## src/rtl/mips_pipe_pkg.sv

```systemverilog
// Shared constants and types for the five-stage MIPS pipeline control.
// Opcode/funct values, forwarding select encodings and the per-stage register-use record.
package mips_pipe_pkg;

  localparam int DATA_W = 32;
  localparam int ADDR_W = 32;
  localparam int REG_AW = 5;

  localparam logic [5:0] OP_RTYPE = 6'h00;
  localparam logic [5:0] OP_J     = 6'h02;
  localparam logic [5:0] OP_JAL   = 6'h03;
  localparam logic [5:0] OP_BEQ   = 6'h04;
  localparam logic [5:0] OP_BNE   = 6'h05;
  localparam logic [5:0] OP_ADDI  = 6'h08;
  localparam logic [5:0] OP_ADDIU = 6'h09;
  localparam logic [5:0] OP_SLTI  = 6'h0a;
  localparam logic [5:0] OP_ANDI  = 6'h0c;
  localparam logic [5:0] OP_ORI   = 6'h0d;
  localparam logic [5:0] OP_LUI   = 6'h0f;
  localparam logic [5:0] OP_LW    = 6'h23;
  localparam logic [5:0] OP_SW    = 6'h2b;
  localparam logic [5:0] FN_JR    = 6'h08;

  localparam logic [REG_AW-1:0] REG_RA = 5'd31;
  localparam logic [DATA_W-1:0] NOP    = '0;

  typedef enum logic [1:0] {
    FWD_RF  = 2'b00,
    FWD_MEM = 2'b01,
    FWD_WB  = 2'b10
  } fwd_sel_e;

  // What the stage registers do on the next edge, in priority order.
  typedef enum logic [1:0] {
    ACT_ADVANCE  = 2'b00,
    ACT_FREEZE   = 2'b01,
    ACT_REDIRECT = 2'b10,
    ACT_STALL    = 2'b11
  } pipe_act_e;

  typedef struct packed {
    logic [REG_AW-1:0] rs;
    logic [REG_AW-1:0] rt;
    logic [REG_AW-1:0] dest;
    logic              uses_rs;
    logic              uses_rt;
    logic              writes_reg;
    logic              is_load;
  } reg_use_t;

  function automatic logic reads_reg(reg_use_t u, logic [REG_AW-1:0] r);
    return (u.uses_rs && (u.rs == r)) || (u.uses_rt && (u.rt == r));
  endfunction

endpackage

```

## src/rtl/mips_reg_use.sv

```systemverilog
// Combinational register-use decode of one instruction: source fields, destination,
// and whether it writes a non-zero register or is a load.
module mips_reg_use
  import mips_pipe_pkg::*;
(
  input  logic [DATA_W-1:0] ins,
  output logic [REG_AW-1:0] rs,
  output logic [REG_AW-1:0] rt,
  output logic [REG_AW-1:0] dest,
  output logic              uses_rs,
  output logic              uses_rt,
  output logic              writes_reg,
  output logic              is_load
);

  logic [5:0] op;
  logic [5:0] funct;
  logic       wr;

  assign op      = ins[31:26];
  assign funct   = ins[5:0];
  assign rs      = ins[25:21];
  assign rt      = ins[20:16];
  assign is_load = (op == OP_LW);

  always_comb begin
    uses_rs = 1'b0;
    uses_rt = 1'b0;
    wr      = 1'b0;
    dest    = '0;
    case (op)
      OP_RTYPE: begin
        uses_rs = 1'b1;
        if (funct != FN_JR) begin
          uses_rt = 1'b1;
          wr      = 1'b1;
          dest    = ins[15:11];
        end
      end
      OP_LW, OP_ADDI, OP_ADDIU, OP_SLTI, OP_ANDI, OP_ORI, OP_LUI: begin
        uses_rs = 1'b1;
        wr      = 1'b1;
        dest    = ins[20:16];
      end
      OP_JAL: begin
        wr   = 1'b1;
        dest = REG_RA;
      end
      OP_SW, OP_BEQ, OP_BNE: begin
        uses_rs = 1'b1;
        uses_rt = 1'b1;
      end
      OP_J: ;
      default: ;
    endcase
  end

  // $0 is hardwired, so writing it never creates a dependency.
  assign writes_reg = wr && (dest != '0);

endmodule

```

## src/rtl/mips_pipe_ctrl.sv

```systemverilog
// Pipeline sequencing and hazard control for the five-stage MIPS core.
// Define MIPS_PIPE_FORWARD_EN for EX forwarding with load-use-only stalls; otherwise stall on any RAW.
module mips_pipe_ctrl
  import mips_pipe_pkg::*;
(
  input  logic              CLK,
  input  logic              RST,
  input  logic [DATA_W-1:0] if_ins,
  input  logic [ADDR_W-1:0] if_nextpc,
  input  logic              if_valid,
  input  logic              ex_br_taken,
  input  logic [ADDR_W-1:0] ex_newpc,
  input  logic              dm_busy,
  output logic [DATA_W-1:0] id_ins,
  output logic [DATA_W-1:0] ex_ins,
  output logic [DATA_W-1:0] mem_ins,
  output logic [DATA_W-1:0] wb_ins,
  output logic [ADDR_W-1:0] id_nextpc,
  output logic [ADDR_W-1:0] ex_nextpc,
  output logic              id_valid,
  output logic              ex_valid,
  output logic              mem_valid,
  output logic              wb_valid,
  output logic              pc_stall,
  output logic              pc_redirect,
  output logic [ADDR_W-1:0] pc_target,
  output logic [1:0]        fwd_a,
  output logic [1:0]        fwd_b
);

  reg_use_t  use_id, use_ex, use_mem, use_wb;
  logic      ex_wr, mem_wr, wb_wr;
  logic      hazard;
  pipe_act_e act;
  logic      unused_ok;

  mips_reg_use u_use_id (
    .ins(id_ins), .rs(use_id.rs), .rt(use_id.rt), .dest(use_id.dest),
    .uses_rs(use_id.uses_rs), .uses_rt(use_id.uses_rt),
    .writes_reg(use_id.writes_reg), .is_load(use_id.is_load)
  );
  mips_reg_use u_use_ex (
    .ins(ex_ins), .rs(use_ex.rs), .rt(use_ex.rt), .dest(use_ex.dest),
    .uses_rs(use_ex.uses_rs), .uses_rt(use_ex.uses_rt),
    .writes_reg(use_ex.writes_reg), .is_load(use_ex.is_load)
  );
  mips_reg_use u_use_mem (
    .ins(mem_ins), .rs(use_mem.rs), .rt(use_mem.rt), .dest(use_mem.dest),
    .uses_rs(use_mem.uses_rs), .uses_rt(use_mem.uses_rt),
    .writes_reg(use_mem.writes_reg), .is_load(use_mem.is_load)
  );
  mips_reg_use u_use_wb (
    .ins(wb_ins), .rs(use_wb.rs), .rt(use_wb.rt), .dest(use_wb.dest),
    .uses_rs(use_wb.uses_rs), .uses_rt(use_wb.uses_rt),
    .writes_reg(use_wb.writes_reg), .is_load(use_wb.is_load)
  );

  assign ex_wr  = ex_valid  && use_ex.writes_reg;
  assign mem_wr = mem_valid && use_mem.writes_reg;
  assign wb_wr  = wb_valid  && use_wb.writes_reg;

`ifdef MIPS_PIPE_FORWARD_EN
  function automatic fwd_sel_e pick_fwd(logic used, logic [REG_AW-1:0] r);
    if (used && mem_wr && (r == use_mem.dest)) return FWD_MEM;
    if (used && wb_wr && (r == use_wb.dest))   return FWD_WB;
    return FWD_RF;
  endfunction

  // A load result is not ready until MEM completes, so only load-use must wait.
  assign hazard = id_valid && ex_wr && use_ex.is_load && reads_reg(use_id, use_ex.dest);
  assign fwd_a  = pick_fwd(ex_valid && use_ex.uses_rs, use_ex.rs);
  assign fwd_b  = pick_fwd(ex_valid && use_ex.uses_rt, use_ex.rt);
`else
  assign hazard = id_valid &&
                  ((ex_wr  && reads_reg(use_id, use_ex.dest))  ||
                   (mem_wr && reads_reg(use_id, use_mem.dest)) ||
                   (wb_wr  && reads_reg(use_id, use_wb.dest)));
  assign fwd_a  = FWD_RF;
  assign fwd_b  = FWD_RF;
`endif

  always_comb begin
    act = ACT_ADVANCE;
    if (dm_busy)                       act = ACT_FREEZE;
    else if (ex_br_taken && ex_valid)  act = ACT_REDIRECT;
    else if (hazard)                   act = ACT_STALL;
  end

  assign pc_stall    = RST && ((act == ACT_FREEZE) || (act == ACT_STALL));
  assign pc_redirect = RST && (act == ACT_REDIRECT);
  assign pc_target   = ex_newpc;

  always_ff @(posedge CLK or negedge RST) begin
    if (!RST) begin
      id_ins    <= NOP;
      ex_ins    <= NOP;
      mem_ins   <= NOP;
      wb_ins    <= NOP;
      id_nextpc <= '0;
      ex_nextpc <= '0;
      id_valid  <= 1'b0;
      ex_valid  <= 1'b0;
      mem_valid <= 1'b0;
      wb_valid  <= 1'b0;
    end else if (act != ACT_FREEZE) begin
      mem_ins   <= ex_ins;
      mem_valid <= ex_valid;
      wb_ins    <= mem_ins;
      wb_valid  <= mem_valid;
      case (act)
        ACT_REDIRECT: begin
          id_ins    <= NOP;
          id_nextpc <= '0;
          id_valid  <= 1'b0;
          ex_ins    <= NOP;
          ex_nextpc <= '0;
          ex_valid  <= 1'b0;
        end
        ACT_STALL: begin
          ex_ins    <= NOP;
          ex_nextpc <= '0;
          ex_valid  <= 1'b0;
        end
        default: begin
          ex_ins    <= id_ins;
          ex_nextpc <= id_nextpc;
          ex_valid  <= id_valid;
          id_ins    <= if_ins;
          id_nextpc <= if_nextpc;
          id_valid  <= if_valid;
        end
      endcase
    end
  end

  // Not every decoded field is needed in every stage or build.
  assign unused_ok = ^{use_id, use_ex, use_mem, use_wb};

endmodule
```

## config.mk

```make
export PLATFORM = sky130hd
export DESIGN_NAME = mips_pipe_ctrl
export DESIGN_NICKNAME = d
export VERILOG_FILES = /design/src/rtl/mips_pipe_pkg.sv /design/src/rtl/mips_reg_use.sv /design/src/rtl/mips_pipe_ctrl.sv
export SDC_FILE = /design/constraint.sdc
export NUM_CORES = 1
export LEC_CHECK = 0
export ABC_CLOCK_PERIOD_IN_PS = 3500
export BUFFER_PORTS_ARGS = -buffer_cell sky130_fd_sc_hd__buf_4
export CORE_MARGIN = 10
export CORE_UTILIZATION = 46
export CTS_CLUSTER_DIAMETER = 80
export DETAILED_ROUTE_END_ITERATION = 10
export PLACE_DENSITY = 0.8
export SYNTH_ARGS = -nofsm -noshare
export SYNTH_HDL_FRONTEND = slang
export SYNTH_HIERARCHICAL = 1
export SYNTH_SLANG_ARGS = --single-unit
export TNS_END_PERCENT = 20
```

## constraint.sdc

```tcl
create_clock -name CLK -period 3.5 [get_ports CLK]
set_clock_uncertainty 0.1 [all_clocks]
set_input_delay 0.7 -clock CLK [delete_from_list [all_inputs] [get_ports CLK]]
set_output_delay 0.7 -clock CLK [all_outputs]
set_load 0.02 [all_outputs]
```

==> results of run 1 <==
[per-layer routing]
| metal | wire length [um] | track usage (%) |
|---|---|---|
| met1 | 10700 | 24.2 |
| met2 | 12600 | 32.2 |
| met3 | 2590 | 7.94 |
| met4 | 511 | 5.80 |
| met5 | 0 | 0 |
[final timing paths]
kind	startpoint	end	slack, ns
max	ex_ins[31]	pc_stall	-0.65
min in group CLK	if_nextpc[1]	id_nextpc[1]	0.41
max in group asynchronous	RST	id_ins[0]	2.20
min reg2reg	wb_ins[21]	wb_ins[21]	0.41
max reg2reg	ex_ins[31]	id_nextpc[25]	0.07
min	RST	id_ins[15]	0.11
[what timing repair did]
| action | 4_1_cts | 5_1_grt |
|---|---|---|
| setup endpoints to repair | 34 | 34 |
| gates resized for setup | 5 | 6 |
| buffers inserted | 1 | 0 |
| pin swaps | 5 | 7 |
[state kept, by name, summed over array words and instances (netlist names)]
name	count
wb_ins	32
ex_ins	32
id_nextpc	32
wb_valid	1
id_ins	32
mem_ins	32
ex_nextpc	32
id_valid	1
ex_valid	1
mem_valid	1
[critical path, delay by kind of cell (launching register included)]
family / cells / cell delay (ns)
AOI/OAI and AO/OA: 4 / 0.87
DFF: 1 / 0.40
xor gates and xnor gates: 1 / 0.17
buffers and inverters: 1 / 0.13
and+or+nand+nor: 5 / 1.33
[final cells by class]
class | instances | area (um^2) | area share, %
repair buffers | 310 | 2410 | 20.3
diodes | 1 | 2.50 | 0.0211
well taps | 265 | 332 | 2.80
flip-flops and latches | 196 | 4910 | 41.4
clock inverters | 12 | 119 | 1.00
multi-input cells | 475 | 3630 | 30.6
inverters | 2 | 7.51 | 0.0633
clock buffers | 20 | 447 | 3.77
[through the flow]
step | worst slack (ns) | area (um^2) | utilization, % | hold WS (ns) | TNS (ns)
after detailed placement | -0.195 | 11200 | 57.9 | 0.394 | -4.29
after global routing | -0.720 | 11800 | 61.1 | 0.126 | -0.768
after global placement | -0.137 | 11200 | 57.9 | 0.388 | -2.01
after CTS | -0.647 | 11800 | 60.9 | 0.109 | -0.647
after floorplan | -0.0275 | 9070 | - | 0.304 | -0.0275
final | -0.648 | 11900 | 61.1 | 0.109 | -0.648
[power by group]
group | leakage [nW] | internal, mW | switching [mW] | total (mW)
sequential | 2.44 | 2.66 | 0.429 | 3.09
combinational | 3.30 | 1.15 | 1.29 | 2.45
clock | 0.262 | 1.01 | 0.887 | 1.90
total | 6.01 | 4.83 | 2.61 | 7.44
==> impl_results.md, run 1 <==
* Iteration-0 DRC Markers at around 470
* Synth warnings at 6
* DRC at 0
* Core area at a little under 20000 um^2
* Total chip power at roughly 7.4 mW
* Clock tree buffer depth at 2
* Worst setup margin at -0.648 ns
* Final Hold Vio Count at 0
* Synthesized area per cell at 11.9 um^2
* Hold Buf Count CTS at 0
* Wirelength per Cell at between 20 and 25 um
* CTS tree: yes
* DR vias at just under 7000
* CP max-delay cell: or4_4
* Max frequency at about 240 MHz
* Clock sink total at between 150 and 200
* Crit-path max cell delay at ~0.53 ns
* Setup CP Type: reg2out
* Status: finished with violations
* Critical Path End Type: output pin
* Most frequent cells in the layout: buf_4 (303), dfrtp_1 (192), nand2_1 (140)
* Unrepaired setup endpoints after global routing: true
* Tmin final at 4.15 ns
* Grt ovf at 0
* Fin cells at between 1000 and 1500
* Worst vdd ir at roughly 360 uV
* Leak pwr at roughly 6 nW
* Fill count at roughly 1600
* Slew of the pin with the lowest slew margin at around 0.84 ns
* Placer congestion estimate at around 0.85
* Chip height at roughly 160 um
* Crit path DAT at 3.35 ns
* Clock transition at the registers of the reported paths at 0.07 ns
* Tot GR Track Use at roughly a fifth
* Chip Width at 160 um
* Detail Route Antenna Nets at 0
* Worst setup SP type: flip-flop
* Fin nets at approximately 1100
* Top Ports at about 340
* First-pass GRT wire length at between 40000 and 50000 um
* Max_slew headroom at 44.1%
* Pwr dens at between 600 and 700 nW/um^2
* Die area at approximately 26000 um^2
* Largest net degree at the start of global routing at slightly above 100
* Total iterations of the first detailed-routing run at 5
* Initial Utilization at 46.6%
* Worst-Skew Late Latency at between 0.4 and 0.5 ns
* Worst-case reg-to-reg path depth at 12
* Post-Route WL at 26500 um
* Crit-path cells: or4_4, or3_4, a21oi_4, a221o_1, xnor2_1, nand4_1, o22ai_2, a41oi_2, nand2_4, and3_4, buf_6
* Synthesized instance count at around 760
* Critical Path RT at 2.70 ns
* Max-Cap Viols at 0
* Placed insts at around 1200
* Violated checks: setup timing
* H-tree Lvls at 4
* Endpoints failing setup at 1
* Share of layout cells above drive strength 1 at 43.3%
* Final period util at 119%
* Vias in the first global route at ~7200
* DP HPWL at just under 20000 um
* Hold WC Path Type: in2async
* Antenna violations before repair at 1
* Inserted Clock Buffers at 17
* Port Buffers at about 270
* Worst-path maximum fanout at 6
* Area delta synth->final at 31.2%
* Commonest non-fill, non-tap cell in the layout: buf_4
* Mapped Area at approximately 9000 um^2
* Post-DR vias/cell at 5.43
* Final slew viol count at 0
* # rows at ~50
* Root buf cell: clkbuf_16
No activity file was read; power rests on OpenSTA's default activity.
==> run 2: changes to the inputs <==
ABC_CLOCK_PERIOD_IN_PS = 4400   (was 3500)
CAP_MARGIN = 15   (was unset)
CORE_UTILIZATION = 50   (was 46)
PLACE_DENSITY = 0.82   (was 0.8)
clock period = 4.4 ns   (was 3.5 ns; I/O delays follow)
==> run 2 against run 1 <==
Compared with the run above: the run now ends clean; non-clock buffer count fell by 30; flip-flop and latch count did not move; routed wire length fell by 5.2%; utilization rose by 3.5 points; clock power fell by 21%; critical path type unchanged; critical endpoint unchanged; largest cell class unchanged; largest power group unchanged; highest routed layer unchanged.
==> impl_results.md, run 2 (same netlist as run 1, synthesis figures left out) <==
* Setup TNS at 0 ns (was -0.648 ns)
* Clock transition at the registers of the reported paths at 0.08 ns (was 0.07 ns)
* Slew of the pin with the lowest slew margin at 1.05 ns (was 0.839 ns)
* Most used cell along the critical path: buf_4
* Largest net degree at the start of global routing at 186 (was 103)
* Inserted Clock Buffers at 17 (unchanged)
* # rows at 49 (was 51)
* Worst-case reg-to-reg path depth at 12 (unchanged)
* Clock tree buffer depth at 2 (unchanged)
* Final period util at about 99%
* Vias in the first global route at 6934 (was 7235)
* Pwr dens at 503 nW/um^2 (was 628 nW/um^2)
* Worst setup SP type: flip-flop (unchanged)
* Final Hold Vio Count at 0 (unchanged)
* Antenna violations before repair at 1 (unchanged)
* Critical Path RT at 3.42 ns (was 2.70 ns)
* Core area at 17800 um^2 (was 19400 um^2)
* Crit path DAT at 3.36 ns (was 3.35 ns)
* Unrepaired setup endpoints after global routing: true (unchanged)
* Flop2flop setup slack at 0.78 ns (was 0.07 ns)
* First-pass GRT wire length at 40000 um (was 41600 um)
* Placer congestion estimate at 0.878 (was 0.854)
* Max_slew headroom at 30.2% (was 44.1%)
* Root buf cell: clkbuf_16 (unchanged)
* Initial Utilization at 50.6% (was 46.6%)
* Finished Core Util at 64.6% (was 61.1%)
* Chip height at 154 um (was 160 um)
* CTS tree: yes (unchanged)
* Chip Width at 154 um (was 160 um)
* Iteration-0 DRC Markers at 437 (was 472)
* Post-Route WL at 25100 um (was 26500 um)
* DR vias at 6722 (was 6952)
* H-tree Lvls at 4 (unchanged)
* Total chip power at 5.80 mW (was 7.44 mW)
* Port Buffers at 266 (unchanged)
* Worst-path maximum fanout at 6 (unchanged)
* Endpoints failing setup at 0 (was 1)
* Hold WC Path Type: in2async (unchanged)
* Status: complete, no violations (was finished with violations)
* Tmin final at approximately 4.3 ns
* Max frequency at between 200 and 250 MHz
* Area delta synth->final at 27.6% (was 31.2%)
* Leak pwr at 5.87 nW (was 6.01 nW)
* Worst vdd ir at 286 uV (was 355 uV)
* Max-Cap Viols at 0 (unchanged)
* Top Ports at 335 (unchanged)
* Grt ovf at 0 (unchanged)
* Post-DR vias/cell at 5.54 (was 5.43)
* Die area at 23800 um^2 (was 25600 um^2)
* Clock sink total at 196 (unchanged)
* Total iterations of the first detailed-routing run at 5 (unchanged)
* Setup CP Type: reg2out (unchanged)
* Critical Path End Type: output pin (unchanged)
* CP delay by family, top: simple AND/OR/NAND/NOR gates (unchanged)
* N_diodes at 0 (was 1)
* Worst R2R Start: wb_ins[31] (was ex_ins[31])
* Worst-Skew Late Latency at 0.42 ns (was 0.43 ns)
* Crit-path cells: or4_4, or3_4, a21oi_4, a221o_1, xnor2_1, nand4_1, nor3_2, o41ai_2, buf_4, nand2_4, and3_1, buf_4 (was or4_4, or3_4, a21oi_4, a221o_1, xnor2_1, nand4_1, o22ai_2, a41oi_2, nand2_4, and3_4, buf_6)
* Tot GR Track Use at 20.7% (was 20.0%)
* CP max-delay cell: or4_4 (unchanged)
* Hold Buf Count CTS at 0 (unchanged)
* Wirelength per Cell at 20.7 um (about the same)
* DRC at 0 (unchanged)
* Fin nets at 1073 (was 1103)
* Commonest non-fill, non-tap cell in the layout: buf_4 (unchanged)
* DP HPWL at 18100 um (was 19400 um)
* Share of layout cells above drive strength 1 at 40.9% (was 43.3%)
* CP Buf/Inv Count at 2 (was 1)
* Most frequent cells in the layout: buf_4 (275), dfrtp_1 (195), nand2_1 (140) (was buf_4 (303), dfrtp_1 (192), nand2_1 (140))
* Detail Route Antenna Nets at 0 (unchanged)
* Final slew viol count at 0 (unchanged)
* Crit-path max cell delay at 0.55 ns (was 0.53 ns)
* Reg2reg end: ex_ins[15] (was id_nextpc[25])
-- run 2: cell types whose count changed in the layout (fill, tap and decap cells not counted), sizes merged --
cell and change:
buf -30, diode -1, clkinv +4, clkinvlp -4, bufinv -1, inv +2, clkbuf -1
-- run 2: where the power goes --
group          total [mW]  internal [mW]  leakage [nW]  switching [mW]
clock                1.50          0.775         0.280           0.720
sequential           2.49           2.11          2.45           0.375
combinational        1.81          0.857          3.14           0.955
total                5.80           3.75          5.87            2.05
-- run 2: worst max path at each step --
stage / from / endpoint / slack, ns / cells past startpoint
after floorplan: mem_ins[31] / pc_stall / 0.57 / 11
after global placement: mem_ins[31] / pc_stall / 0.53 / 11
after detailed placement: mem_ins[31] / pc_stall / 0.42 / 11
after CTS: mem_ins[31] / pc_stall / 0.01 / 12
after global routing: mem_ins[31] / pc_stall / -0.12 / 12
final: wb_ins[31] / pc_stall / 0.06 / 12
-- run 2: routing by layer --
layer / GRT usage (%) / share of wire (%) / vias up
met5: 0 / 0 / -
met2: 31.4 / 46 / 276
li1: - / - / 3076
met4: 4.72 / 1.0 / 0
met3: 7.93 / 9.7 / 20
met1: 27.5 / 43 / 3350
-- run 2: final cells by class --
class,count,area [um^2]
Clock inverter,13,113
Sequential cell,196,4910
Clock buffer,19,453
Timing Repair Buffer,280,2160
Tap cell,229,287
Multi-Input combinational cell,475,3600
Inverter,2,7.51
Fill cell,1361,6320
-- run 2: through the flow --
stage / cell area, um^2 / std cells / hold WS [ns] / worst slack (ns)
6_report: 11500 / 1214 / 0.193 / 0.0573
5_1_grt: 11500 / 1214 / 0.174 / -0.120
4_1_cts: 11500 / 1212 / 0.175 / 0.0135
3_5_place_dp: 10900 / 1179 / 0.396 / 0.423
3_3_place_gp: 10900 / 1179 / 0.388 / 0.526
2_1_floorplan: 9040 / 762 / 0.484 / 0.572
-- run 2: worst reg2reg max path, cell delays in order (launching register included) --
cell and delay, ns:
dfrtp_1 0.42, or4_4 0.55, or3_4 0.35, a21oi_4 0.20, a221o_1 0.27, xnor2_1 0.09
nand4_1 0.12, nor3_2 0.05, o41ai_2 0.31, buf_4 0.17, and3_2 0.54, buf_12 0.24
a22o_1 0.15
-- run 2: what timing repair did --
| action | 4_1_cts | 5_1_grt |
|---|---|---|
| buffers inserted | 1 | 2 |
| setup endpoints to repair | 1 | 1 |
| gates resized for setup | 1 | 3 |
| pin swaps | 1 | 6 |
